--- src/rtl/irq_priority_ctrl_pkg.sv ---
// rtl/irq_priority_ctrl_pkg.sv - shared FSM state and arbitration mode constants
package irq_priority_ctrl_pkg;

  // Presenter FSM state: IDLE drives req low, PRESENT drives req high
  typedef logic [0:0] state_t;
  localparam state_t IDLE    = 1'b0;
  localparam state_t PRESENT = 1'b1;

  // Arbitration mode encodings for the mode input
  localparam logic MODE_FIXED = 1'b0;
  localparam logic MODE_RR    = 1'b1;

endpackage

--- src/rtl/irq_priority_ctrl_prio_find.sv ---
// rtl/irq_priority_ctrl_prio_find.sv - combinational highest-set-bit finder
module prio_find #(
  parameter int N = 16,
  parameter int W = $clog2(N)
) (
  input  logic [N-1:0] vec,
  output logic [W-1:0] idx,
  output logic         valid
);

  // Ascending scan so the highest set bit is the last one written
  always_comb begin
    idx   = '0;
    valid = 1'b0;
    for (int i = 0; i < N; i++) begin
      if (vec[i]) begin
        idx   = W'(i);
        valid = 1'b1;
      end
    end
  end

endmodule

--- src/rtl/irq_priority_ctrl.sv ---
// rtl/irq_priority_ctrl.sv - pending-latch interrupt arbiter with fixed or round-robin grant
module irq_priority_ctrl
  import irq_priority_ctrl_pkg::*;
#(
  parameter int N = 16,
  parameter int W = $clog2(N)
) (
  input  logic         clk,
  input  logic         rst,
  input  logic [N-1:0] irq_in,
  input  logic [N-1:0] mask,
  input  logic         mode,
  input  logic         ack,
  output logic         req,
  output logic [W-1:0] id,
  output logic [N-1:0] pending
);

  // N always fits in W+1 bits, so the un-rotate sum can be wrapped with one subtract
  localparam logic [W:0]   N_V = (W+1)'(N);
  localparam logic [N-1:0] ONE = {{(N-1){1'b0}}, 1'b1};

  state_t         state;
  logic [W-1:0]   last;
  logic [N-1:0]   cand;
  logic [N-1:0]   rot;
  logic [2*N-1:0] dbl;
  logic [N-1:0]   find_vec;
  logic [W-1:0]   find_idx;
  logic           find_valid;
  logic [W-1:0]   offset;
  logic [W:0]     sum;
  logic [W-1:0]   sel;
  logic [N-1:0]   clr;

  // Eligible requests, and cand rotated so that line (last-1) mod N lands on the top bit
  always_comb begin
    cand = pending & mask;
    dbl  = {cand, cand};
    rot  = dbl[last +: N];
  end

  // Fixed mode searches cand directly; round-robin searches the rotated copy
  always_comb begin
    if (mode == MODE_RR) begin
      find_vec = rot;
      offset   = last;
    end else begin
      find_vec = cand;
      offset   = '0;
    end
  end

  prio_find #(
    .N (N),
    .W (W)
  ) u_prio_find (
    .vec   (find_vec),
    .idx   (find_idx),
    .valid (find_valid)
  );

  // Map the rotated index back to a line number, wrapping modulo N
  always_comb begin
    sum = {1'b0, find_idx} + {1'b0, offset};
    if (sum >= N_V) begin
      sel = W'(sum - N_V);
    end else begin
      sel = sum[W-1:0];
    end
  end

  // One-hot clear of the presented line when the consumer accepts it
  always_comb begin
    if (state == PRESENT && ack) begin
      clr = ONE << id;
    end else begin
      clr = '0;
    end
  end

  // Pending latch: new requests OR in after the clear, so a same-cycle request survives its ack
  always_ff @(posedge clk) begin
    if (rst) begin
      pending <= '0;
    end else begin
      pending <= (pending & ~clr) | irq_in;
    end
  end

  // Presenter FSM: latch a selection from IDLE, hold it until ack, then force an idle cycle
  always_ff @(posedge clk) begin
    if (rst) begin
      state <= IDLE;
      id    <= '0;
      last  <= '0;
    end else begin
      case (state)
        IDLE: begin
          if (find_valid) begin
            state <= PRESENT;
            id    <= sel;
          end
        end
        PRESENT: begin
          if (ack) begin
            state <= IDLE;
            last  <= id;
          end
        end
        default: state <= IDLE;
      endcase
    end
  end

  assign req = (state == PRESENT);

endmodule

--- config.mk ---
export PLATFORM = sky130hd
export DESIGN_NAME = irq_priority_ctrl
export DESIGN_NICKNAME = d
export VERILOG_FILES = /design/src/rtl/irq_priority_ctrl_pkg.sv /design/src/rtl/irq_priority_ctrl_prio_find.sv /design/src/rtl/irq_priority_ctrl.sv
export SDC_FILE = /design/constraint.sdc
export NUM_CORES = 1
export LEC_CHECK = 0
export BUFFER_PORTS_ARGS = -buffer_cell sky130_fd_sc_hd__buf_2
export CORE_MARGIN = 4
export CORE_UTILIZATION = 62
export CTS_BUF_LIST = sky130_fd_sc_hd__clkbuf_8
export DETAILED_ROUTE_END_ITERATION = 10
export PLACE_DENSITY = 0.85
export SLEW_MARGIN = 20
export SYNTH_ARGS = -nofsm -noshare
export SYNTH_HDL_FRONTEND = slang
export SYNTH_SLANG_ARGS = --single-unit
--- constraint.sdc ---
create_clock -name clk -period 9.8 [get_ports clk]
set_input_delay 1.47 -clock clk [delete_from_list [all_inputs] [get_ports clk]]
set_output_delay 1.47 -clock clk [all_outputs]
set_load 0.01 [all_outputs]
==> impl_results.md, run 1 <==
* Run status: finished, final reports clean
* Fmax at 0.218 GHz
* Final-stage net count at 394
* Layout area overhead at 11.3%
* Max-slew violations at 0
* I/O pin count at 57
* Asr flop ratio synth at 0%
* RR Startpoint: last[0]$_SDFFE_PP0P_
* Share of cells above drive strength 1 at 26.9%
* Chip height at 73.7 um
* Lkg Pwr at 1.16 nW
* Clock Tree Root: clkbuf_8
* Via/cell ratio at 6.91
* Vias in the first global route at 2692
* Fin Setup TNS at 0 ns
* Sink Count at 25
* CP startpoint kind: input port
* CTS buffer count at 3
* CP delay by family, top: compound AO/OA/AOI/OAI gates
* CP Capture Type: register
* Post-DRT Antenna Nets at 0
* Drt pass-1 iters at 6
* Max_cap viols at 0
* List of most frequent post-synthesis cells: 37 x nand2_1, 26 x nor2_1, 25 x dfxtp_1
* Ys flop type: dfxtp_1
* Post-synth EDFFs at 0
* RSZ-0062 raised after global routing: no
* Max FO, Critical Path at 5
* Avg WL per Cell at 19.4 um
* Max incr delay on CP at 0.57 ns
* # DRC at 0
* Worst Path Required at 9.98 ns
* # rows at 23
* Synth top area share at 18.7%
* First-pass GRT wire length at 13.2 mm
* Routability cong. at 1.01
* Antenna diodes at 0
* Crit path DAT at 4.76 ns
* Clock latency at the later pin of the worst-skew pair at 0.27 ns
* Leading area contributor after synthesis: dfxtp_1
* Final HPWL DP at 6.04 mm
* Max_slew headroom at 40.8%
* Hold Path Origin: pending[11]$_SDFF_PP0_
* Hold Buf Count CTS at 0
* Min-delay worst type: reg -> reg
* Flops & latches, synth at 25
* Critical path type: in -> reg
* Yosys warns at 0
* Die X at 73.7 um
* Min Clock Period, post-route at 4.58 ns
* Initial antenna violation count at 0
* Remaining global-route overflow at 0
* Max rail drop VDD at 106 uV
* Top post-synthesis cells by area: dfxtp_1 19%, mux4_2 13%, nand2_1 5.2%, mux4_1 4.9%, a21oi_1 4.1%
* Mapped Cells at 309
* Critical path, cell by cell: buf_2 -> nand2_1 -> mux4_1 -> o221ai_1 -> a2bb2oi_1 -> o21ai_0 -> a21oi_1 -> o21ai_0 -> a211o_1 -> ha_1 -> a21o_1 -> a21oi_1 -> xnor2_1 -> xnor2_1 -> o41ai_2
* Final hold vios at 0
* Most common cell in the netlist: nand2_1
* Via count at 2784
* Fin crit share at 46.8%
* Slowest CP cell: mux4_1
* Clk buf depth at 2
* Final setup violation count at 0
* Buffer and inverter count on the worst path at 1
* Port bufs at 56
* Syn_area_per_cell at 8.67 sq um
* Total GRT Usage at 31.2%
* Area after DPL at 2930 sq um
* Core box area at 4090 sq um
* Final WL at 7.83 mm
* Post-Syn Nets at 349
* Starting DRT DRC Count at 347
* Critical Path Source: mask[15]
* H-Tree Depth at 1
* Design area at 2980 sq um
* Clk_skew at 0.00840 ns
* Post-synthesis cell type count at 67
* Die area at 5430 sq um
* Post-cts sizing count at 0
* Post-Synthesis Cell Area at 2680 sq um
* Fillers at 336
* Effective utilization at floorplan at 65.5%
* Final hold slack at 0.528 ns
* Worst-margin pin slew at 0.888 ns
* Largest net degree at the start of global routing at 30
* Clock Pin Slew Worst Setup and Hold Paths at 0.09 ns
* CTS tree: yes
* Seq/Total Area, Yosys at 18.7%
* # Post-CTS Setup Buffers at 0
* Power Density at 103 nW/um^2
[cell type report]
class / count / area (sq um) / share of cell area [%]
Tap cell: 50 / 62.6 / 2.10
Sequential cell: 25 / 500 / 16.8
Timing Repair Buffer: 57 / 288 / 9.66
Inverter: 13 / 48.8 / 1.64
Clock buffer: 3 / 41.3 / 1.39
Clock inverter: 1 / 5.00 / 0.168
Multi-Input combinational cell: 254 / 2030 / 68.2
[worst paths after layout]
kind	slack, ns	cells past startpoint	endpoint
setup reg to reg	5.61	13	id[3]$_SDFFE_PP0P_
setup / recovery	5.22	15	id[3]$_SDFFE_PP0P_
hold reg to reg	0.53	2	pending[11]$_SDFF_PP0_
hold / removal	0.53	2	pending[11]$_SDFF_PP0_
[worst min-delay path, delay by kind of cell, from the launching register on]
| kind | cells | cell delay [ns] |
|---|---|---|
| compound gates | 2 | 0.14 |
| flops | 1 | 0.35 |
[power by group]
group          internal [W]  leakage (nW)  switching, W  total (W)
combinational     0.0000545         0.925     0.0000640   0.000118
sequential         0.000110         0.208     0.0000172   0.000127
clock             0.0000285        0.0255     0.0000330  0.0000615
[state kept, by name, summed over array words and instances (netlist names)]
signal,count
pending,16
id,4
last,4
req,1
[metrics by stage]
| stage | utilization (%) | setup WS (ns) | std cells | power, W |
|---|---|---|---|---|
| 6_report | 72.9 | 5.22 | 403 | 0.000307 |
| 2_1_floorplan | - | 5.59 | 309 | 0.000208 |
| 3_5_place_dp | 71.8 | 5.02 | 399 | 0.000244 |
| 5_1_grt | 72.9 | 5.03 | 403 | 0.000326 |
| 3_3_place_gp | 71.8 | 5.19 | 399 | 0.000242 |
| 4_1_cts | 72.9 | 5.29 | 403 | 0.000305 |
[routing by layer]
metal	global-route usage, %	up-vias	wire length (um)
li1	-	1278	-
met1	43.7	1300	3150
met2	48.7	183	3700
met3	4.38	23	770
met4	12.1	0	218
met5	0	-	0
[cells by family after synthesis]
kind of cell	after synthesis	share of synthesized area (%)
xor gates and xnor gates	3	0.981
DFF	25	18.7
adders and majority gates	4	2.15
muxes	28	20.8
buffers and inverters	30	5.37
and+or+nand+nor	133	28.1
AOI/OAI and AO/OA	86	23.9
[layout by cell type (no fill, tap or decap), types with 4 or more instances in the layout]
| cell type | instances |
|---|---|
| o221ai_1 | 5 |
| nand2b_1 | 7 |
| mux4_2 | 15 |
| and2_1 | 17 |
| buf_2 | 56 |
| nand4b_1 | 5 |
| a22oi_1 | 4 |
| nor2_1 | 26 |
| nor2b_1 | 4 |
| mux4_1 | 5 |
| nand2_1 | 37 |
| dfxtp_1 | 25 |
| o22ai_1 | 7 |
| nand3_1 | 10 |
| nand4_1 | 4 |
| o21ai_0 | 12 |
| a21oi_1 | 22 |
| a2bb2oi_1 | 5 |
| nor3_1 | 4 |
| inv_1 | 12 |
| mux2i_1 | 5 |
No activity file was read; power rests on OpenSTA's default activity.
==> run 2: changes to the inputs <==
--- a/config.mk
+++ b/config.mk
@@ -7,10 +7,10 @@
 export LEC_CHECK = 0
 export BUFFER_PORTS_ARGS = -buffer_cell sky130_fd_sc_hd__buf_2
 export CORE_MARGIN = 4
-export CORE_UTILIZATION = 62
+export CORE_UTILIZATION = 52
 export CTS_BUF_LIST = sky130_fd_sc_hd__clkbuf_8
 export DETAILED_ROUTE_END_ITERATION = 10
-export PLACE_DENSITY = 0.85
+export PLACE_DENSITY = 0.76
 export SLEW_MARGIN = 20
 export SYNTH_ARGS = -nofsm -noshare
 export SYNTH_HDL_FRONTEND = slang
==> constraint.sdc (replaced) <==
create_clock -name clk -period 3.89 [get_ports clk]
set_input_delay 0.5835 -clock clk [delete_from_list [all_inputs] [get_ports clk]]
set_output_delay 0.5835 -clock clk [all_outputs]
set_load 0.01 [all_outputs]
==> impl_results.md, run 2 (synthesis gave the netlist of run 1 again) <==
* CP Capture Type: register (unchanged)
* Final setup violation count at 0 (unchanged)
* Starting DRT DRC Count at 281 (was 347)
* Antenna diodes at 0 (unchanged)
* Max-slew violations at 0 (unchanged)
* Die X at 79.8 um (was 73.7 um)
* Critical path type: reg -> reg (was in -> reg)
* H-Tree Depth at 1 (unchanged)
* CTS tree: yes (unchanged)
* Fin Setup TNS at 0 ns (unchanged)
* Run status: finished, final reports clean (unchanged)
* Avg WL per Cell at 19.0 um (was 19.4 um)
* I/O pin count at 57 (unchanged)
* Largest registers: pending: 16 flops, id: 4 flops, last: 4 flops (unchanged)
* Clock latency at the later pin of the worst-skew pair at 0.28 ns (was 0.27 ns)
* Final HPWL DP at 6.53 mm (was 6.04 mm)
* Placed cells at 425 (was 399)
* Final WL at 8.17 mm (was 7.83 mm)
* Worst-margin pin slew at 0.610 ns (was 0.888 ns)
* Effective utilization at floorplan at 55.2% (was 65.5%)
* Remaining global-route overflow at 0 (unchanged)
* # Post-CTS Setup Buffers at 0 (unchanged)
* Leading cell types in the layout, fill and taps excluded: 56 x buf_2, 37 x nand2_1, 26 x nor2_1, 24 x dfxtp_1, 22 x a21oi_1 (was 56 x buf_2, 37 x nand2_1, 26 x nor2_1, 25 x dfxtp_1, 22 x a21oi_1)
* RSZ-0062 raised after global routing: no (unchanged)
* Clock Tree Root: clkbuf_8 (unchanged)
* Sink Count at 25 (unchanged)
* Total GRT Usage at 26.9% (was 31.2%)
* Largest net degree at the start of global routing at 25 (was 30)
* Port bufs at 56 (unchanged)
* CP startpoint kind: register (was input port)
* Max rail drop VDD at 235 uV (was 106 uV)
* Post-DRT Antenna Nets at 0 (unchanged)
* Final worst slack at 0.336 ns (was 5.22 ns)
* Clk buf depth at 2 (unchanged)
* CTS buffer count at 3 (unchanged)
* Area after DPL at 3020 sq um (was 2930 sq um)
* First-pass GRT wire length at 13.3 mm (was 13.2 mm)
* Share of cells above drive strength 1 at 29.0% (was 26.9%)
* Fmax at 0.281 GHz
* Design area at 3070 sq um (was 2980 sq um)
* Final hold vios at 0 (unchanged)
* Lkg Pwr at 1.21 nW (was 1.16 nW)
* Via count at 2810 (was 2784)
* Core box area at 4850 sq um (was 4090 sq um)
* Pre-CTS WS at 0.240 ns (was 5.02 ns)
* Max_cap viols at 0 (unchanged)
* Die area at 6360 sq um (was 5430 sq um)
* Finished Layout Cells at 429 (was 403)
* Initial antenna violation count at 0 (unchanged)
* Layout area overhead at 14.6% (was 11.3%)
* Biggest register: pending (unchanged)
* # rows at 25 (was 23)
* Min-delay worst type: reg -> reg (unchanged)
* Crit path DAT at 3.74 ns (was 4.76 ns)
* Via/cell ratio at 6.55 (was 6.91)
* Util after Layout at 63.3% (was 72.9%)
* Routability cong. at 1.02 (was 1.01)
* Clk_skew at 0.00921 ns (was 0.00840 ns)
* Clock Pin Slew Worst Setup and Hold Paths at 0.09 ns (about the same)
* Final-stage net count at 403 (was 394)
* # DRC at 0 (unchanged)
* Worst Path Required at 4.07 ns (was 9.98 ns)
* Chip height at 79.8 um (was 73.7 um)
* Drt pass-1 iters at 5 (was 6)
* Commonest non-fill, non-tap cell in the layout: buf_2 (unchanged)
* Max_slew headroom at 59.3% (was 40.8%)
* Fin crit share at 91.4%
* Vias in the first global route at 2635 (was 2692)
* Power Density at 255 nW/um^2 (was 103 nW/um^2)
* Max reg flops at 16 (unchanged)
* Min Clock Period, post-route at 3.55 ns
* Max FO, Critical Path at 17 (was 5)
==> run 2: cell types whose count changed in the layout (fill, tap and decap cells not counted), sizes merged <==
cell,before,now
buf,57,66
==> run 2: repair_timing <==
item,4_1_cts,5_1_grt
setup endpoints to repair,0,1
hold buffers,0,0
gates resized for setup,0,1
==> run 2: worst paths after layout <==
kind / from / endpoint / slack, ns / cells past startpoint
hold / removal: pending[10]$_SDFF_PP0_ / pending[10]$_SDFF_PP0_ / 0.52 / 2
setup / recovery: last[0]$_SDFFE_PP0P_ / id[3]$_SDFFE_PP0P_ / 0.34 / 14
setup reg to reg: last[0]$_SDFFE_PP0P_ / id[3]$_SDFFE_PP0P_ / 0.34 / 14
hold reg to reg: pending[10]$_SDFF_PP0_ / pending[10]$_SDFF_PP0_ / 0.52 / 2
==> run 2: area by class of cell <==
cell class              count  area (sq um)
fillers                   421          1780
clock inverters             1          5.00
repair buffers             66           355
well taps                  67          83.8
flip-flops and latches     25           502
inverters                  13          48.8
clock buffers               3          41.3
multi-input cells         254          2030
==> run 2: layer usage <==
metal | vias up | routed length (um) | global-route usage [%]
met2 | 192 | 3730 | 42.9
met3 | 34 | 809 | 3.72
li1 | 1301 | - | -
met5 | - | 0 | 0
met4 | 0 | 315 | 11.5
met1 | 1283 | 3310 | 36.3
==> run 2: worst max-delay path, stage by stage (launching register included) <==
cell      delay (ns)
dfxtp_1         0.42
buf_4           0.26
mux4_1          0.64
o22ai_1         0.25
buf_4           0.16
o31ai_4         0.07
o31ai_1         0.21
a21boi_0        0.15
o21ai_0         0.24
ha_1            0.27
a21o_1          0.15
a21oi_1         0.17
xnor2_1         0.15
xnor2_1         0.10
o41ai_2         0.21
==> run 2: per-stage QoR <==
step	hold slack (ns)	power, W
after detailed placement	0.497	0.000624
after CTS	0.512	0.000776
after global routing	0.528	0.000824
final	0.519	0.000782
after global placement	0.492	0.000621
after floorplan	0.513	0.000524
==> run 2: power by group <==
part	leakage [nW]	internal [W]	total [W]	switching, W
sequential	0.209	0.000277	0.000315	0.0000379
clock	0.0255	0.0000718	0.000157	0.0000849
combinational	0.972	0.000143	0.000311	0.000168
total	1.21	0.000492	0.000782	0.000291
==> run 3: changes to the inputs <==
--- a/config.mk
+++ b/config.mk
@@ -7,11 +7,12 @@
 export LEC_CHECK = 0
 export BUFFER_PORTS_ARGS = -buffer_cell sky130_fd_sc_hd__buf_2
 export CORE_MARGIN = 4
-export CORE_UTILIZATION = 52
+export CORE_UTILIZATION = 50
 export CTS_BUF_LIST = sky130_fd_sc_hd__clkbuf_8
 export DETAILED_ROUTE_END_ITERATION = 10
-export PLACE_DENSITY = 0.76
+export PLACE_DENSITY = 0.74
 export SLEW_MARGIN = 20
 export SYNTH_ARGS = -nofsm -noshare
 export SYNTH_HDL_FRONTEND = slang
+export SYNTH_HIERARCHICAL = 1
 export SYNTH_SLANG_ARGS = --single-unit
==> impl_results.md, run 3 <==
* Final hold vios at 0 (unchanged)
* RSZ-0062 raised after global routing: no (unchanged)
* Antenna diodes at 0 (unchanged)
* Mux cell area share after synthesis at 20.7% (was 20.8%)
* Leading cell types in the layout, fill and taps excluded: 56 x buf_2, 25 x nand2_1, 25 x nor2_1, 24 x a21oi_1, 23 x dfxtp_1 (was 56 x buf_2, 37 x nand2_1, 26 x nor2_1, 24 x dfxtp_1, 22 x a21oi_1)
* Power Density at 283 nW/um^2 (was 255 nW/um^2)
* Core box area at 4440 sq um (was 4850 sq um)
* Area after DPL at 2660 sq um (was 3020 sq um)
* Hold Path Sink: pending[12]$_SDFF_PP0_ (was pending[10]$_SDFF_PP0_)
* R2R Setup Slk at 0.29 ns (was 0.34 ns)
* Max FO, Critical Path at 6 (was 17)
* Largest net degree at the start of global routing at 31 (was 25)
* Final-stage net count at 367 (was 403)
* # rows at 24 (was 25)
* Worst-margin pin slew at 0.665 ns (was 0.610 ns)
* Largest registers: pending: 16 flops, id: 4 flops, last: 4 flops (unchanged)
* Sink Count at 25 (unchanged)
* Routability cong. at 0.937 (was 1.02)
* Drt pass-1 iters at 5 (unchanged)
* Initial antenna violation count at 0 (unchanged)
* # Post-CTS Setup Buffers at 0 (unchanged)
* Post-Synthesis Cell Area at 2340 sq um (was 2680 sq um)
* Post-DRT Antenna Nets at 0 (unchanged)
* Max_cap viols at 0 (unchanged)
* Die X at 76.4 um (was 79.8 um)
* Hold Path Origin: irq_in[12] (was pending[10]$_SDFF_PP0_)
* Avg WL per Cell at 17.8 um (was 19.0 um)
* Final hold slack at 0.522 ns (was 0.519 ns)
* Clk buf depth at 2 (unchanged)
* Flops & latches, synth at 25 (unchanged)
* List of most frequent post-synthesis cells: 25 x dfxtp_1, 25 x nand2_1, 25 x nor2_1 (was 37 x nand2_1, 26 x nor2_1, 25 x dfxtp_1)
* Port bufs at 56 (unchanged)
* Remaining global-route overflow at 0 (unchanged)
* Fin crit share at 92.6% (was 91.4%)
* Asr flop ratio synth at 0% (unchanged)
* RR Startpoint: pending[4]$_SDFF_PP0_ (was last[0]$_SDFFE_PP0P_)
* Met2 GRT Util at 36.6% (was 42.9%)
* Clock Tree Root: clkbuf_8 (unchanged)
* Clk_skew at 0.00239 ns (was 0.00921 ns)
* Effective utilization at floorplan at 52.6% (was 55.2%)
* Fmax at 0.278 GHz (was 0.281 GHz)
* Die area at 5840 sq um (was 6360 sq um)
* Run status: finished, final reports clean (unchanged)
* Total GRT Usage at 23.0% (was 26.9%)
* Synth top area share at 21.4% (was 18.7%)
* Layout area overhead at 15.5% (was 14.6%)
* # DRC at 0 (unchanged)
* Final setup violation count at 0 (unchanged)
* Lkg Pwr at 1.05 nW (was 1.21 nW)
* Seq/Total Area, Yosys at 21.4% (was 18.7%)
* Max rail drop VDD at 293 uV (was 235 uV)
* Yosys warns at 6 (was 0)
* CP Capture Type: register (unchanged)
* Share of cells above drive strength 1 at 27.0% (was 29.0%)
* Min Clock Period, post-route at 3.60 ns (was 3.55 ns)
* Max-slew violations at 0 (unchanged)
* H-Tree Depth at 1 (unchanged)
* Met1 GRT Util at 31.5% (was 36.3%)
* Leading area contributor after synthesis: dfxtp_1 (unchanged)
* Final HPWL DP at 5.41 mm (was 6.53 mm)
* Chip height at 76.4 um (was 79.8 um)
* Final WL at 6.73 mm (was 8.17 mm)
* Mapped Cells at 278 (was 309)
* Design area at 2700 sq um (was 3070 sq um)
* CTS buffer count at 3 (unchanged)
* Vias in the first global route at 2300 (was 2635)
* Ys flop type: dfxtp_1 (unchanged)
* Synth Area in XOR/XNOR at 1.12% (was 0.981%)
* Max reg flops at 16 (unchanged)
* I/O pin count at 57 (unchanged)
* Critical path type: reg -> reg (unchanged)
* Worst R2R End: id[2]$_SDFFE_PP0P_ (was id[3]$_SDFFE_PP0P_)
* Compound-Gate Fraction of Synth Area at 15.6% (was 23.9%)
* Via count at 2385 (was 2810)
* Post-synthesis cell type count at 38 (was 67)
* Worst Path Required at 4.07 ns (about the same)
* Top post-synthesis cells by area: dfxtp_1 21%, mux4_2 13%, mux2i_1 7.3%, nand4b_1 6.4%, a21oi_1 5.1% (was dfxtp_1 19%, mux4_2 13%, nand2_1 5.2%, mux4_1 4.9%, a21oi_1 4.1%)
* Min-delay worst type: in -> reg (was reg -> reg)
* Post-synth EDFFs at 0 (unchanged)
* Via/cell ratio at 6.31 (was 6.55)
* CTS tree: yes (unchanged)
* CP startpoint kind: register (unchanged)
* Clock latency at the later pin of the worst-skew pair at 0.26 ns (was 0.28 ns)
* Syn_area_per_cell at 8.42 sq um (was 8.67 sq um)
* First-pass GRT wire length at 11.1 mm (was 13.3 mm)
* Starting DRT DRC Count at 322 (was 281)
* Post-Syn Nets at 318 (was 349)
* Synth Area in Adders at 2.46% (was 2.15%)
* Hold Path Stages at 3 (was 2)
* Reg2reg path depth at 11 (was 14)
* Commonest non-fill, non-tap cell in the layout: buf_2 (unchanged)
* Crit path DAT at 3.78 ns (was 3.74 ns)
* Fin Setup TNS at 0 ns (unchanged)
* GR peak layer: met2 (unchanged)
* Max_slew headroom at 55.6% (was 59.3%)
* Largest family of logic cells by synthesized area: simple AND/OR/NAND/NOR gates (unchanged)
* Grt met3 use at 4.14% (was 3.72%)
* Clock Pin Slew Worst Setup and Hold Paths at 0.08 ns (was 0.09 ns)
* Post-Synth Simple-Gate Area at 30.8% (was 28.1%)
* Biggest register: pending (unchanged)
## run 3: changes by cell type in the layout (fill, tap and decap cells not counted), moves of 6 or more
| cell | change |
|---|---|
| nand4_1 | +6 |
| nand2_1 | -12 |
| a221o_1 | +11 |
| nand4b_1 | +12 |
| mux2i_1 | +12 |
| o22ai_1 | -7 |
| nand3_1 | -6 |
| and2_1 | -13 |
## run 3: what timing repair did
action | in CTS | in global routing
endpoints found under the setup margin | 0 | 2
resized for setup | 0 | 2
hold buffers | 0 | 0
## run 3: final cells by class
cell class / instances / area [sq um]
repair buffers: 67 / 375
flip-flops and latches: 25 / 503
clock buffers: 3 / 41.3
fillers: 399 / 1740
multi-input cells: 214 / 1650
clock inverters: 1 / 3.75
well taps: 52 / 65.1
inverters: 16 / 60.1
## run 3: where the power goes
part | internal, W | switching, W | leakage (nW)
combinational | 0.000137 | 0.000154 | 0.817
sequential | 0.000280 | 0.0000465 | 0.209
clock | 0.0000705 | 0.0000760 | 0.0269
total | 0.000488 | 0.000277 | 1.05
## run 3: cells by family (layout without fill, tap and decap cells)
family,after synthesis,in the layout
flops,25,25
simple gates,119,119
mux,31,31
fa+ha+maj,4,4
buf+inv,39,87
compound gates,57,57
xor+xnor,3,3
## run 3: per-layer routing
| metal | part of all wire, % | up-vias |
|---|---|---|
| li1 | - | 1157 |
| met1 | 43 | 1094 |
| met2 | 46 | 121 |
| met3 | 8.9 | 13 |
| met4 | 2.0 | 0 |
| met5 | 0 | - |
## run 3: worst max path at each step
stage / from / to / depth (start not counted)
5_1_grt: pending[4]$_SDFF_PP0_ / id[2]$_SDFFE_PP0P_ / 11
3_5_place_dp: mask[5] / id[2]$_SDFFE_PP0P_ / 12
6_report: pending[4]$_SDFF_PP0_ / id[2]$_SDFFE_PP0P_ / 11
3_3_place_gp: mask[5] / id[2]$_SDFFE_PP0P_ / 12
4_1_cts: last[0]$_SDFFE_PP0P_ / id[2]$_SDFFE_PP0P_ / 12
2_1_floorplan: mask[5] / id[2]$_SDFFE_PP0P_ / 11
## run 3: through the flow
| stage | total power (W) | worst slack, ns | instances | util (%) |
|---|---|---|---|---|
| final | 0.000764 | 0.288 | 378 | 60.8 |
| after global routing | 0.000816 | 0.128 | 378 | 60.8 |
| after detailed placement | 0.000619 | 0.128 | 374 | 59.7 |
| after global placement | 0.000615 | 0.156 | 374 | 59.7 |
| after floorplan | 0.000521 | 0.452 | 278 | - |
| after CTS | 0.000766 | 0.208 | 378 | 60.8 |
## run 3: worst max-delay path, stage by stage (launching register included)
cell and delay (ns):
dfxtp_1 0.47, nand2_1 0.14, mux4_2 0.50, mux4_2 0.46, mux2i_1 0.19, or3b_1 0.37
a311oi_1 0.30, a31oi_1 0.09, ha_1 0.24, fa_1 0.40, xnor2_1 0.14, a211oi_1 0.23
